$ cat config.mk
export PLATFORM = sky130hd
export DESIGN_NAME = key_tx_fifo_flat
export DESIGN_NICKNAME = d
export VERILOG_FILES = /design/src/rtl/key_tx_fifo_if.sv /design/src/rtl/key_tx_fifo.sv /design/src/flat_wrapper.sv
export SDC_FILE = /design/constraint.sdc
export NUM_CORES = 1
export LEC_CHECK = 0
export BUFFER_PORTS_ARGS = -buffer_cell sky130_fd_sc_hd__buf_2
export CAP_MARGIN = 20
export CORE_MARGIN = 10
export CORE_UTILIZATION = 30
export DETAILED_ROUTE_END_ITERATION = 12
export PLACE_DENSITY_LB_ADDON = 0.1
export RECOVER_POWER = 50
export SLEW_MARGIN = 20
export SYNTH_ARGS = -nofsm -noshare
export SYNTH_HDL_FRONTEND = slang
export SYNTH_SLANG_ARGS = --single-unit
$ cat constraint.sdc
create_clock -name clk -period 2.9 [get_ports clk]
set_input_delay 0.29 -clock clk [delete_from_list [all_inputs] [get_ports clk]]
set_output_delay 0.29 -clock clk [all_outputs]
set_load 0.02 [all_outputs]
$ cat src/rtl/key_tx_fifo_if.sv
// key_tx_fifo_if: keyboard-to-UART character buffer bus.
// Groups the keyboard push side, the transmitter load handshake and the
// debug status outputs. "master" is the environment, "slave" is the buffer.
interface key_tx_fifo_if #(
    parameter int ADDR_WIDTH     = 4,
    parameter int DROP_CNT_WIDTH = 8
);
    logic                      key_valid;
    logic [7:0]                key_data;
    logic                      tx_load_request;
    logic                      tx_load;
    logic [7:0]                tx_data;
    logic                      clear_overflow;
    logic [ADDR_WIDTH:0]       fifo_count;
    logic                      fifo_empty;
    logic                      fifo_full;
    logic                      overflow;
    logic [DROP_CNT_WIDTH-1:0] drop_count;

    modport master (
        output key_valid, key_data, tx_load_request, clear_overflow,
        input  tx_load, tx_data, fifo_count, fifo_empty, fifo_full,
               overflow, drop_count
    );

    modport slave (
        input  key_valid, key_data, tx_load_request, clear_overflow,
        output tx_load, tx_data, fifo_count, fifo_empty, fifo_full,
               overflow, drop_count
    );
endinterface

$ cat src/rtl/key_tx_fifo.sv
// key_tx_fifo: buffers ASCII bytes from the PS/2 keyboard and drains them to
// the RS-232 transmitter through a load/load_request handshake.
// Optional feature macro: KEY_TX_FIFO_CRLF_EN -- when defined, every pushed
// carriage return (8'h0D) is followed by an automatically pushed 8'h0A.
module key_tx_fifo #(
    parameter int ADDR_WIDTH     = 4,
    parameter int DROP_CNT_WIDTH = 8
) (
    input  logic         clk,
    input  logic         reset,
    key_tx_fifo_if.slave bus
);
    localparam int DEPTH = 2 ** ADDR_WIDTH;
    localparam logic [ADDR_WIDTH:0] FULL_COUNT = {1'b1, {ADDR_WIDTH{1'b0}}};

    typedef enum logic [1:0] {
        IDLE    = 2'd0,
        LOAD    = 2'd1,
        HOLDOFF = 2'd2
    } state_t;

    state_t                    state;
    state_t                    state_next;
    logic [7:0]                mem [DEPTH];
    logic [ADDR_WIDTH-1:0]     wr_ptr;
    logic [ADDR_WIDTH-1:0]     rd_ptr;
    logic [ADDR_WIDTH:0]       count;
    logic [ADDR_WIDTH:0]       count_next;
    logic                      empty_q;
    logic                      full_q;
    logic                      overflow_q;
    logic [DROP_CNT_WIDTH-1:0] drop_q;
    logic [DROP_CNT_WIDTH-1:0] drop_base;
    logic [DROP_CNT_WIDTH-1:0] drop_next;
    logic [DROP_CNT_WIDTH:0]   drop_sum;
    logic [7:0]                tx_data_q;
    logic                      pop;
    logic                      push_req;
    logic                      push;
    logic                      key_lost;
    logic [7:0]                push_data;
    logic [1:0]                drop_n;
`ifdef KEY_TX_FIFO_CRLF_EN
    logic                      lf_pending;
`endif

    // Drain FSM next state; pop only from IDLE so each load needs a fresh request.
    always_comb begin
        state_next = state;
        pop        = 1'b0;
        case (state)
            IDLE: begin
                if (!empty_q && bus.tx_load_request) begin
                    pop        = 1'b1;
                    state_next = LOAD;
                end
            end
            LOAD:    state_next = HOLDOFF;
            HOLDOFF: begin
                if (!bus.tx_load_request) state_next = IDLE;
            end
            default: state_next = IDLE;
        endcase
    end

    // Push source selection, acceptance and per-cycle drop accounting.
    always_comb begin
`ifdef KEY_TX_FIFO_CRLF_EN
        // A pending LF takes the write slot; a key arriving alongside is lost.
        push_req  = bus.key_valid || lf_pending;
        push_data = lf_pending ? 8'h0A : bus.key_data;
        key_lost  = lf_pending && bus.key_valid;
`else
        push_req  = bus.key_valid;
        push_data = bus.key_data;
        key_lost  = 1'b0;
`endif
        push   = push_req && (!full_q || pop);
        drop_n = {1'b0, push_req && !push} + {1'b0, key_lost};

        case ({push, pop})
            2'b10:   count_next = count + 1'b1;
            2'b01:   count_next = count - 1'b1;
            default: count_next = count;
        endcase

        drop_base = bus.clear_overflow ? '0 : drop_q;
        drop_sum  = {1'b0, drop_base} + {{(DROP_CNT_WIDTH-1){1'b0}}, drop_n};
        drop_next = drop_sum[DROP_CNT_WIDTH] ? '1 : drop_sum[DROP_CNT_WIDTH-1:0];
    end

    // FSM state register.
    always_ff @(posedge clk) begin
        if (reset) state <= IDLE;
        else       state <= state_next;
    end

    // Character storage; contents are discarded on reset by clearing the pointers.
    always_ff @(posedge clk) begin
        if (push) mem[wr_ptr] <= push_data;
    end

    // Pointers, fill level, status flags and the registered transmit word.
    always_ff @(posedge clk) begin
        if (reset) begin
            wr_ptr     <= '0;
            rd_ptr     <= '0;
            count      <= '0;
            empty_q    <= 1'b1;
            full_q     <= 1'b0;
            tx_data_q  <= 8'h00;
            overflow_q <= 1'b0;
            drop_q     <= '0;
        end else begin
            if (push) wr_ptr <= wr_ptr + 1'b1;
            if (pop) begin
                rd_ptr    <= rd_ptr + 1'b1;
                tx_data_q <= mem[rd_ptr];
            end
            count      <= count_next;
            empty_q    <= (count_next == '0);
            full_q     <= (count_next == FULL_COUNT);
            overflow_q <= (drop_n != 2'd0) || (overflow_q && !bus.clear_overflow);
            drop_q     <= drop_next;
        end
    end

`ifdef KEY_TX_FIFO_CRLF_EN
    // Arm an LF for the cycle after a carriage return is accepted.
    always_ff @(posedge clk) begin
        if (reset)           lf_pending <= 1'b0;
        else if (lf_pending) lf_pending <= 1'b0;
        else                 lf_pending <= push && (push_data == 8'h0D);
    end
`endif

    assign bus.tx_load    = (state == LOAD);
    assign bus.tx_data    = tx_data_q;
    assign bus.fifo_count = count;
    assign bus.fifo_empty = empty_q;
    assign bus.fifo_full  = full_q;
    assign bus.overflow   = overflow_q;
    assign bus.drop_count = drop_q;
endmodule

$ cat src/flat_wrapper.sv
// flat-port wrapper written by rule: the top's interface ports become plain ports
module key_tx_fifo_flat 
#(
    parameter int ADDR_WIDTH     = 4,
    parameter int DROP_CNT_WIDTH = 8
)
  (clk, reset, bus_key_valid, bus_key_data, bus_tx_load_request, bus_clear_overflow, bus_tx_load, bus_tx_data, bus_fifo_count, bus_fifo_empty, bus_fifo_full, bus_overflow, bus_drop_count);
  key_tx_fifo_if #(.ADDR_WIDTH(ADDR_WIDTH), .DROP_CNT_WIDTH(DROP_CNT_WIDTH)) bus_i ();
  input  logic clk;
  input  logic reset;
  input wire logic [$bits(bus_i.key_valid)-1:0] bus_key_valid;
  input wire logic [$bits(bus_i.key_data)-1:0] bus_key_data;
  input wire logic [$bits(bus_i.tx_load_request)-1:0] bus_tx_load_request;
  input wire logic [$bits(bus_i.clear_overflow)-1:0] bus_clear_overflow;
  output wire logic [$bits(bus_i.tx_load)-1:0] bus_tx_load;
  output wire logic [$bits(bus_i.tx_data)-1:0] bus_tx_data;
  output wire logic [$bits(bus_i.fifo_count)-1:0] bus_fifo_count;
  output wire logic [$bits(bus_i.fifo_empty)-1:0] bus_fifo_empty;
  output wire logic [$bits(bus_i.fifo_full)-1:0] bus_fifo_full;
  output wire logic [$bits(bus_i.overflow)-1:0] bus_overflow;
  output wire logic [$bits(bus_i.drop_count)-1:0] bus_drop_count;
  assign bus_i.key_valid = bus_key_valid;
  assign bus_i.key_data = bus_key_data;
  assign bus_i.tx_load_request = bus_tx_load_request;
  assign bus_i.clear_overflow = bus_clear_overflow;
  assign bus_tx_load = bus_i.tx_load;
  assign bus_tx_data = bus_i.tx_data;
  assign bus_fifo_count = bus_i.fifo_count;
  assign bus_fifo_empty = bus_i.fifo_empty;
  assign bus_fifo_full = bus_i.fifo_full;
  assign bus_overflow = bus_i.overflow;
  assign bus_drop_count = bus_i.drop_count;
  key_tx_fifo #(.ADDR_WIDTH(ADDR_WIDTH), .DROP_CNT_WIDTH(DROP_CNT_WIDTH)) u_core (.clk(clk), .reset(reset), .bus(bus_i));
endmodule
==> results of run 1 <==
## report_power, final
part,internal (mW),switching (mW)
clock network,1.43,0.893
logic,0.369,0.459
registers,2.60,0.102
total,4.40,1.45
## cells by family (layout without fill, tap and decap cells)
group,count (synthesis),in the layout,synth area share [%]
buffers and inverters,29,100,1.99
adders and majority gates,11,11,2.11
DFF,162,162,69.4
muxes,37,37,11.8
and+or+nand+nor,87,87,6.56
xor gates and xnor gates,13,13,1.75
AOI/OAI and AO/OA,59,59,6.41
## worst paths after layout
check                     endpoint  slack [ps]
min                u_core.state[1]         230
max reg2reg   u_core.bus.fifo_full         140
max           u_core.bus.fifo_full         140
min reg2reg  u_core.bus.tx_data[5]         460
## layout make-up
class / instances / area [µm²]
well taps: 275 / 344
fillers: 2044 / 13500
multi-input cells: 207 / 1890
repair buffers: 60 / 328
flip-flops and latches: 162 / 4530
clock buffers: 17 / 425
clock inverters: 15 / 190
inverters: 8 / 30.0
## through the flow
stage	hold WS, ps	setup WS [ps]
floorplan	389	8.61
global placement	446	143
detailed placement	450	80.5
CTS	207	55.2
global route	240	-19.2
finish	226	137
## layer usage
| metal | part of all wire (%) | wire length, µm |
|---|---|---|
| met1 | 49 | 7150 |
| met4 | 0.97 | 143 |
| met5 | 0 | 0 |
| met3 | 4.9 | 726 |
| met2 | 45 | 6650 |
## layout by cell type, fill, tap and decap left out, types with 7 or more instances in the layout
| cell type | count |
|---|---|
| sky130_fd_sc_hd__mux4_2 | 32 |
| sky130_fd_sc_hd__inv_1 | 7 |
| sky130_fd_sc_hd__clkbuf_1 | 34 |
| sky130_fd_sc_hd__nand2_1 | 20 |
| sky130_fd_sc_hd__a22o_1 | 16 |
| sky130_fd_sc_hd__xor2_1 | 9 |
| sky130_fd_sc_hd__edfxtp_1 | 128 |
| sky130_fd_sc_hd__o21ai_1 | 9 |
| sky130_fd_sc_hd__dfxtp_1 | 33 |
| sky130_fd_sc_hd__clkbuf_16 | 17 |
| sky130_fd_sc_hd__ha_1 | 9 |
| sky130_fd_sc_hd__buf_4 | 22 |
| sky130_fd_sc_hd__nor2_1 | 33 |
| sky130_fd_sc_hd__nor2b_1 | 10 |
| sky130_fd_sc_hd__a21oi_1 | 18 |
## critical path, stage by stage, from the launching register on
cell                       delay (ps)
sky130_fd_sc_hd__dfxtp_1          320
sky130_fd_sc_hd__or4b_4           570
sky130_fd_sc_hd__a21boi_4         160
sky130_fd_sc_hd__inv_2             70
sky130_fd_sc_hd__ha_4             190
sky130_fd_sc_hd__xor2_1           170
sky130_fd_sc_hd__ha_2             210
sky130_fd_sc_hd__o21a_1           110
sky130_fd_sc_hd__o21ai_1           70
sky130_fd_sc_hd__a221oi_2         290
sky130_fd_sc_hd__mux2_2           390
sky130_fd_sc_hd__o2111a_1         120
## flip-flops by register name, indices dropped and copies added, names as in the netlist
register               cells
u_core.bus.drop_count      8
u_core.bus.fifo_count      5
u_core.bus.fifo_empty      1
u_core.bus.fifo_full       1
u_core.bus.overflow        1
u_core.bus.tx_data         8
u_core.mem               128
u_core.rd_ptr              4
u_core.state               2
u_core.wr_ptr              4
==> flow_summary.toml, run 1 <==
[status]
result_of_the_run = "finished with violations"
failed_checks = "capacitance limit, slew limit"

[pwr]
worst_ir_drop_vdd_mv = 0.312
power_leakage_nw = 2.58
powerDensity_nw_per_um2 = 757
total_power_mw = 5.85

[cells_and_area]
final_nets = 480
antenna_diode_instance_count = 0
finish.cell_count_without_fillers = 744
finished_core_util_pct = 36.5
stdcell_area_um2 = 7740
layout-drive-gt1-share_pct = 20.3
layout_area_growth_over_synthesis_pct = 18.6

[setup_path]
startpoint_type = "register"
criticalPathCategory = "register to register"
worstSetupEndpointType = "register"
worst-endpoint-arrival_ps = 3080
worst-endpoint-required_ps = 3210
critical_path.startpoint = "u_core.state[1]"
reg2reg_depth = 11
worst_r2r_startpoint = "u_core.state[1]"
critical_path_peak_fanout = 10

[placement]
dpl-instance-area_um2 = 7160
io_buffer_count = 37
place.detailed.hpwl_mm = 9.53
numPlacedInstances = 712
final_gp_congestion = 0.754

[detailed_routing]
route.final.wire_length_mm = 14.7
avgRoutedWirePerCell_um = 19.7
final_antenna_net_count = 0
drt-vias-per-instance = 4.73
drt-initial-drc-count = 248
routed-via-count = 3522
route.detailed.drc = 0
dr.pass1.iters = 4

[synth]
netlist-cell-type-count = 45
synth_largest_type_area_fraction_pct = 58.9
synth_enable_flop_cells = 128
synth_seq_cells = 162
synth_warnings = 0
synthArstFlopShare_pct = 0
post_synth_inst_count = 398
synthesis.area_um2 = 6520
yosysSeqAreaShare_pct = 69.4
yosysTopAreaCell = "sky130_fd_sc_hd__edfxtp_1"
synth_area_leaders = "sky130_fd_sc_hd__edfxtp_1 (59%), sky130_fd_sc_hd__mux4_2 (11%), sky130_fd_sc_hd__dfxtp_1 (10%)"
synth_most_common_cell = "sky130_fd_sc_hd__edfxtp_1"
synth_top_flop_cell = "sky130_fd_sc_hd__edfxtp_1"
syn-mean-instance-area_um2 = 16.4
ys_top_cells_by_count = "sky130_fd_sc_hd__edfxtp_1 (128), sky130_fd_sc_hd__dfxtp_1 (34), sky130_fd_sc_hd__nor2_1 (33)"
synthesis.nets = 422

[global_routing]
grt.met2_usage_pct = 15.5
grt_start_max_net_pins = 35
grt_util_all_layers_pct = 10.6
grt_use_met1_pct = 14.3
use_met3_pct = 3.53
gr-max-usage-layer = "met2"
via_count_of_the_first_global_routing_pass = 3604
grt_antenna_before_repair = 0
grt_pass1_wl_mm = 22.3
global_route.overflow_total = 0

[floorplanning]
initial_core_util_pct = 30.7
dieHeight_um = 167
dieArea_um2 = 28000
die_x_um = 167
core_area_um2 = 21200
row_count = 53
floorplan.io_pins = 38

[clock_tree]
hold_buffers = 0
cts-buffers-inserted = 17
post_cts_resized = 0
clkLatencyLatePin_ps = 420
clk_path_buf_depth = 2
ctsHtreeMaxLevel = 4
cts_sinks = 162
post_cts.repair.setup_buffers = 0
cts_tree = "done"
clockRootBuffer = "sky130_fd_sc_hd__clkbuf_16"
path_clk_slew_ps = 60

[run]
maxCapViolations = 1

[timing]
hold_viol = 0
finalClockSkew_ps = 10.0
drv_slew = 32
clock.fmax_ghz = 0.362
setup_viol = 0
total_negative_setup_slacks_ps = 0
finalCritPeriodShare_pct = 95.3
fin_crit_ps = 2760
timing.slew.headroom_pct = -0.932
worstMarginPinSlew_ps = 1510

[worst_hold_path]
worstHoldPathType = "input pin to register"
timing.hold.worst.start = "bus_tx_load_request"
hold-path-cell-count = 3
Power figures use the tool's default switching activity.
==> run 2: changes to the inputs <==
Settings changed: ABC_AREA set to 1, CORE_MARGIN 10 to 2.
==> flow_summary.toml, run 2 <==
[floorplanning]
core_area_um2 = 22500
initial_core_util_pct = 30.3
floorplan.io_pins = 38
row_count = 55
die_x_um = 155
dieHeight_um = 155
dieArea_um2 = 24000

[detailed_routing]
dr.pass1.iters = 4
route.final.wire_length_mm = 17.3
drt-vias-per-instance = 4.81
drt-initial-drc-count = 333
avgRoutedWirePerCell_um = 17.7
final_antenna_net_count = 0
route.detailed.drc = 0
routed-via-count = 4695

[cells_and_area]
regMostFlops = "u_core.mem"
stdcell_area_um2 = 7860
multi_input_logic_area_um2 = 1920
finish.cell_count_without_fillers = 976
seq_area_um2 = 4530
final_nets = 702
finished_core_util_pct = 34.9
layout_area_growth_over_synthesis_pct = 15.2
layout.filler_cells = 2232
layout-drive-gt1-share_pct = 8.39
largest_register_ffs = 128
layout.cells.most_common = "sky130_fd_sc_hd__nor2_1"
antenna_diode_instance_count = 0
mostFrequentLayoutCells = "sky130_fd_sc_hd__nor2_1 (156), sky130_fd_sc_hd__edfxtp_1 (128), sky130_fd_sc_hd__nand2_1 (55)"

[pwr]
powerDensity_nw_per_um2 = 759
power.share.clock_pct = 37.0
power.combinational.fraction_pct = 17.8
worst_ir_drop_vdd_mv = 0.322
share_seq_of_total_power_pct = 45.2
internal_power_mw = 4.20
total_power_mw = 5.96
power.switching_fraction_pct = 29.5
switching_power_mw = 1.76
power_leakage_nw = 2.82

[setup_path]
worst-endpoint-arrival_ps = 2760
criticalPathCategory = "register to register"
reg2reg_depth = 19
r2r_slack_ps = 500
worst-endpoint-required_ps = 3260
startpoint_type = "register"
worstSetupEndpointType = "register"
critical_path_peak_fanout = 7
critical_path.reg2reg.endpoint = "u_core.bus.fifo_full"
worst_r2r_startpoint = "u_core.state[1]"

[timing]
finalCritPeriodShare_pct = 82.8
drv_slew = 0
clock.fmax_ghz = 0.417
worstMarginPinSlew_ps = 935
timing.slew.headroom_pct = 37.7
total_negative_setup_slacks_ps = 0
rsz_0062_raised_after_global_routing = "false"
setup_viol = 0
timing.hold.ws_ps = 147
hold_viol = 0
fin_crit_ps = 2400
postLayoutSetupSlackWorst_ps = 500
finalClockSkew_ps = 11.1

[global_routing]
via_count_of_the_first_global_routing_pass = 4530
grt_start_max_net_pins = 41
grt_antenna_before_repair = 0
global_route.overflow_total = 0
grt_util_all_layers_pct = 14.9
grt_pass1_wl_mm = 26.3

[synth]
yosysTopAreaCell = "sky130_fd_sc_hd__edfxtp_1"
netlist-cell-type-count = 29
synthesis.area_um2 = 6820
synth_most_common_cell = "sky130_fd_sc_hd__nor2_1"
yosysSeqAreaShare_pct = 66.3
ys_top_cells_by_count = "sky130_fd_sc_hd__nor2_1 (156), sky130_fd_sc_hd__edfxtp_1 (128), sky130_fd_sc_hd__nand2_1 (55)"
synth_seq_cells = 162
synth_area_leaders = "sky130_fd_sc_hd__edfxtp_1 (56%), sky130_fd_sc_hd__dfxtp_1 (10%), sky130_fd_sc_hd__nor2_1 (8.6%)"
synth_largest_type_area_fraction_pct = 56.4
synth_top_flop_cell = "sky130_fd_sc_hd__edfxtp_1"
synth_enable_flop_cells = 128
synthArstFlopShare_pct = 0
post_synth_inst_count = 635
synth_warnings = 0
syn-mean-instance-area_um2 = 10.7
synthesis.nets = 659

[worst_hold_path]
hold-path-cell-count = 3
timing.hold.worst.start = "bus_tx_load_request"
worstHoldPathType = "input pin to register"
hold-path-endpoint = "u_core.state[1]"

[clock_tree]
path_clk_slew_ps = 70
clockRootBuffer = "sky130_fd_sc_hd__clkbuf_16"
clk_path_buf_depth = 2
ctsHtreeMaxLevel = 4
post_cts_resized = 0
cts-buffers-inserted = 17
hold_buffers = 0
cts_sinks = 162
post_cts.repair.setup_buffers = 0
cts_tree = "done"
clkLatencyLatePin_ps = 420

[placement]
dpl-instance-area_um2 = 7320
io_buffer_count = 37
place.detailed.hpwl_mm = 11.6
final_gp_congestion = 0.798
numPlacedInstances = 944
detailedPlace.worstSlack_ps = 489

[status]
result_of_the_run = "completed"

[run]
maxCapViolations = 0
==> run 2: per-layer routing <==
| layer | global-route usage, % | vias to the layer above | wire [µm] |
|---|---|---|---|
| met5 | 0 | - | 0 |
| met4 | 4.54 | 0 | 247 |
| met3 | 3.14 | 19 | 703 |
| met2 | 24.5 | 90 | 8350 |
| met1 | 19.9 | 2310 | 7990 |
| li1 | - | 2276 | - |
==> run 2: cell type report <==
| cell class | count | area share [%] |
|---|---|---|
| clock inverters | 14 | 1.91 |
| repair buffers | 56 | 3.81 |
| multi-input cells | 394 | 24.4 |
| clock buffers | 18 | 5.46 |
| well taps | 285 | 4.54 |
| flip-flops and latches | 162 | 57.6 |
| inverters | 47 | 2.25 |
==> run 2: cells by family (layout without fill, tap and decap cells) <==
| group | after synthesis | after routing | synth area share, % |
|---|---|---|---|
| flops | 162 | 162 | 66.3 |
| compound gates | 124 | 124 | 10.4 |
| mux | 1 | 1 | 0.147 |
| simple gates | 255 | 255 | 15.2 |
| fa+ha+maj | 11 | 11 | 2.02 |
| buf+inv | 79 | 135 | 5.52 |
| xor+xnor | 3 | 3 | 0.385 |
==> run 2: worst max path at each step <==
stage                          startpoint                     to  slack, ps  cells past startpoint
CTS                       u_core.state[1]   u_core.bus.fifo_full        470                     19
finish                    u_core.state[1]   u_core.bus.fifo_full        500                     19
floorplan           u_core.bus.fifo_empty  u_core.bus.fifo_empty        760                     14
global placement          u_core.state[1]  u_core.bus.fifo_empty        600                     14
detailed placement        u_core.state[1]   u_core.bus.fifo_full        490                     19
global route              u_core.state[1]   u_core.bus.fifo_full        110                     19
==> run 2: power groups by stage <==
stage / sequential [mW] / combinational, mW / clock [mW]
CTS: 2.69 / 1.11 / 2.26
global placement: 2.74 / 1.10 / 0
floorplan: 2.77 / 0.706 / 0
global route: 2.71 / 1.20 / 2.35
finish: 2.69 / 1.06 / 2.21
detailed placement: 2.74 / 1.10 / 0
==> run 2: worst max-delay path, stage by stage, from the launching register on <==
cell and delay, ps:
sky130_fd_sc_hd__dfxtp_1 320, sky130_fd_sc_hd__nor2_1 100, sky130_fd_sc_hd__nand3_1 200, sky130_fd_sc_hd__nand2_1 110, sky130_fd_sc_hd__nand2_1 160, sky130_fd_sc_hd__ha_1 330, sky130_fd_sc_hd__nand2_1 80, sky130_fd_sc_hd__inv_1 50
sky130_fd_sc_hd__nor2_1 120, sky130_fd_sc_hd__ha_1 160, sky130_fd_sc_hd__inv_1 40, sky130_fd_sc_hd__nand2_1 90, sky130_fd_sc_hd__nand3_1 100, sky130_fd_sc_hd__nand2_1 70, sky130_fd_sc_hd__nand2_1 40, sky130_fd_sc_hd__nand2_1 50
sky130_fd_sc_hd__nand2_1 50, sky130_fd_sc_hd__nand2_1 70, sky130_fd_sc_hd__nand2_1 70, sky130_fd_sc_hd__nor2_1 120
==> run 3: changes to the inputs <==
Clock period 2.9 ns to 1.95 ns, I/O delays scaled along.
==> flow_summary.toml, run 3 (synthesis results as in run 2) <==
[status]
result_of_the_run = "finished with violations"
failed_checks = "setup timing"

[setup_path]
startpoint_type = "register"
critical_path_peak_fanout = 4
worst-endpoint-arrival_ps = 2310
criticalPathCategory = "register to register"
worstSetupEndpointType = "register"
worst-endpoint-required_ps = 2310

[clock_tree]
clkLatencyLatePin_ps = 430
ctsHtreeMaxLevel = 4
path_clk_slew_ps = 70
cts_sinks = 162
cts-buffers-inserted = 17
cts_tree = "done"
clockRootBuffer = "sky130_fd_sc_hd__clkbuf_16"
clk_path_buf_depth = 2

[cells_and_area]
largest_register_ffs = 128
mostFrequentLayoutCells = "sky130_fd_sc_hd__nor2_1 (150), sky130_fd_sc_hd__edfxtp_1 (128), sky130_fd_sc_hd__nand2_1 (49)"
layout_area_growth_over_synthesis_pct = 21.8
layout.cells.most_common = "sky130_fd_sc_hd__nor2_1"
finished_core_util_pct = 36.9
regMostFlops = "u_core.mem"
layout-drive-gt1-share_pct = 19.5
seq_area_um2 = 4530
stdcell_area_um2 = 8310
final_nets = 728
antenna_diode_instance_count = 0
layout.filler_cells = 2193
multi_input_logic_area_um2 = 2060
finish.cell_count_without_fillers = 1002

[floorplanning]
floorplan.io_pins = 38
dieArea_um2 = 24000
core_area_um2 = 22500
initial_core_util_pct = 30.3
dieHeight_um = 155
die_x_um = 155
row_count = 55

[timing]
drv_slew = 0
finalClockSkew_ps = 11.5
timing.slew.headroom_pct = 41.8
postLayoutSetupSlackWorst_ps = -1.38
clock.fmax_ghz = 0.512
total_negative_setup_slacks_ps = -1.38
finalCritPeriodShare_pct = 100
timing.hold.ws_ps = 70.9
fin_crit_ps = 1950
worstMarginPinSlew_ps = 873
setup_viol = 1
rsz_0062_raised_after_global_routing = "true"
hold_viol = 0

[placement]
place.detailed.hpwl_mm = 11.4
dpl-instance-area_um2 = 7500
io_buffer_count = 37
final_gp_congestion = 0.821
numPlacedInstances = 960
detailedPlace.worstSlack_ps = -72.7

[detailed_routing]
drt-initial-drc-count = 370
drt-vias-per-instance = 4.77
final_antenna_net_count = 0
dr.pass1.iters = 5
route.final.wire_length_mm = 17.4
route.detailed.drc = 0
routed-via-count = 4784
avgRoutedWirePerCell_um = 17.4

[pwr]
power_leakage_nw = 3.09
total_power_mw = 9.38
powerDensity_nw_per_um2 = 1130
worst_ir_drop_vdd_mv = 0.599

[worst_hold_path]
worstHoldPathType = "input pin to register"

[global_routing]
grt_start_max_net_pins = 52
global_route.overflow_total = 0
grt_pass1_wl_mm = 27.0
grt_util_all_layers_pct = 15.1
grt_antenna_before_repair = 0
via_count_of_the_first_global_routing_pass = 4650

[run]
maxCapViolations = 0
-- run 3: power by group --
group / switching, mW / leakage, nW / internal [mW]
clock network: 1.46 / 0.306 / 2.06
logic: 1.17 / 1.35 / 0.703
registers: 0.112 / 1.43 / 3.87
total: 2.74 / 3.09 / 6.64
-- run 3: repair_timing --
item | in CTS | in global routing
setup buffers | 8 | 2
setup endpoints to repair | 4 | 36
resized for setup | 14 | 21
pin swaps | 12 | 16
hold buffers | 0 | 0
-- run 3: critical path, cell delays in order, from the launching register on --
cell	delay [ps]
sky130_fd_sc_hd__dfxtp_2	330
sky130_fd_sc_hd__nor2_2	100
sky130_fd_sc_hd__nand3_2	100
sky130_fd_sc_hd__nand2_1	90
sky130_fd_sc_hd__nand2_2	70
sky130_fd_sc_hd__ha_4	190
sky130_fd_sc_hd__nand2_2	60
sky130_fd_sc_hd__inv_2	50
sky130_fd_sc_hd__nor2_4	100
sky130_fd_sc_hd__ha_4	210
sky130_fd_sc_hd__mux2i_2	180
sky130_fd_sc_hd__nand2_1	80
sky130_fd_sc_hd__nor2_1	110
sky130_fd_sc_hd__nand3_1	100
sky130_fd_sc_hd__o21bai_1	120
-- run 3: final cells by class --
cell class	instances	share of cell area, %
Tap cell	285	4.29
Inverter	47	2.12
Multi-Input combinational cell	394	24.8
Sequential cell	162	54.5
Timing Repair Buffer	82	6.78
Clock inverter	14	2.29
Clock buffer	18	5.17
-- run 3: per-layer routing --
metal  vias to the layer above  global-route usage (%)  routed length (µm)
met5                         -                       0                   0
met4                         0                    4.85                 238
met3                        16                    2.86                 648
met2                       103                    23.7                8020
met1                      2332                    21.3                8520
li1                       2333                       -                   -
-- run 3: worst paths after layout --
check                                          from                     to  slack (ps)  cells after the start
worst max-delay path                u_core.state[1]  u_core.bus.fifo_empty          -1                     14
worst min-delay path            bus_tx_load_request        u_core.state[1]          70                      3
worst max register to register      u_core.state[1]  u_core.bus.fifo_empty          -1                     14
worst min register to register  u_core.bus.overflow    u_core.bus.overflow         480                      2
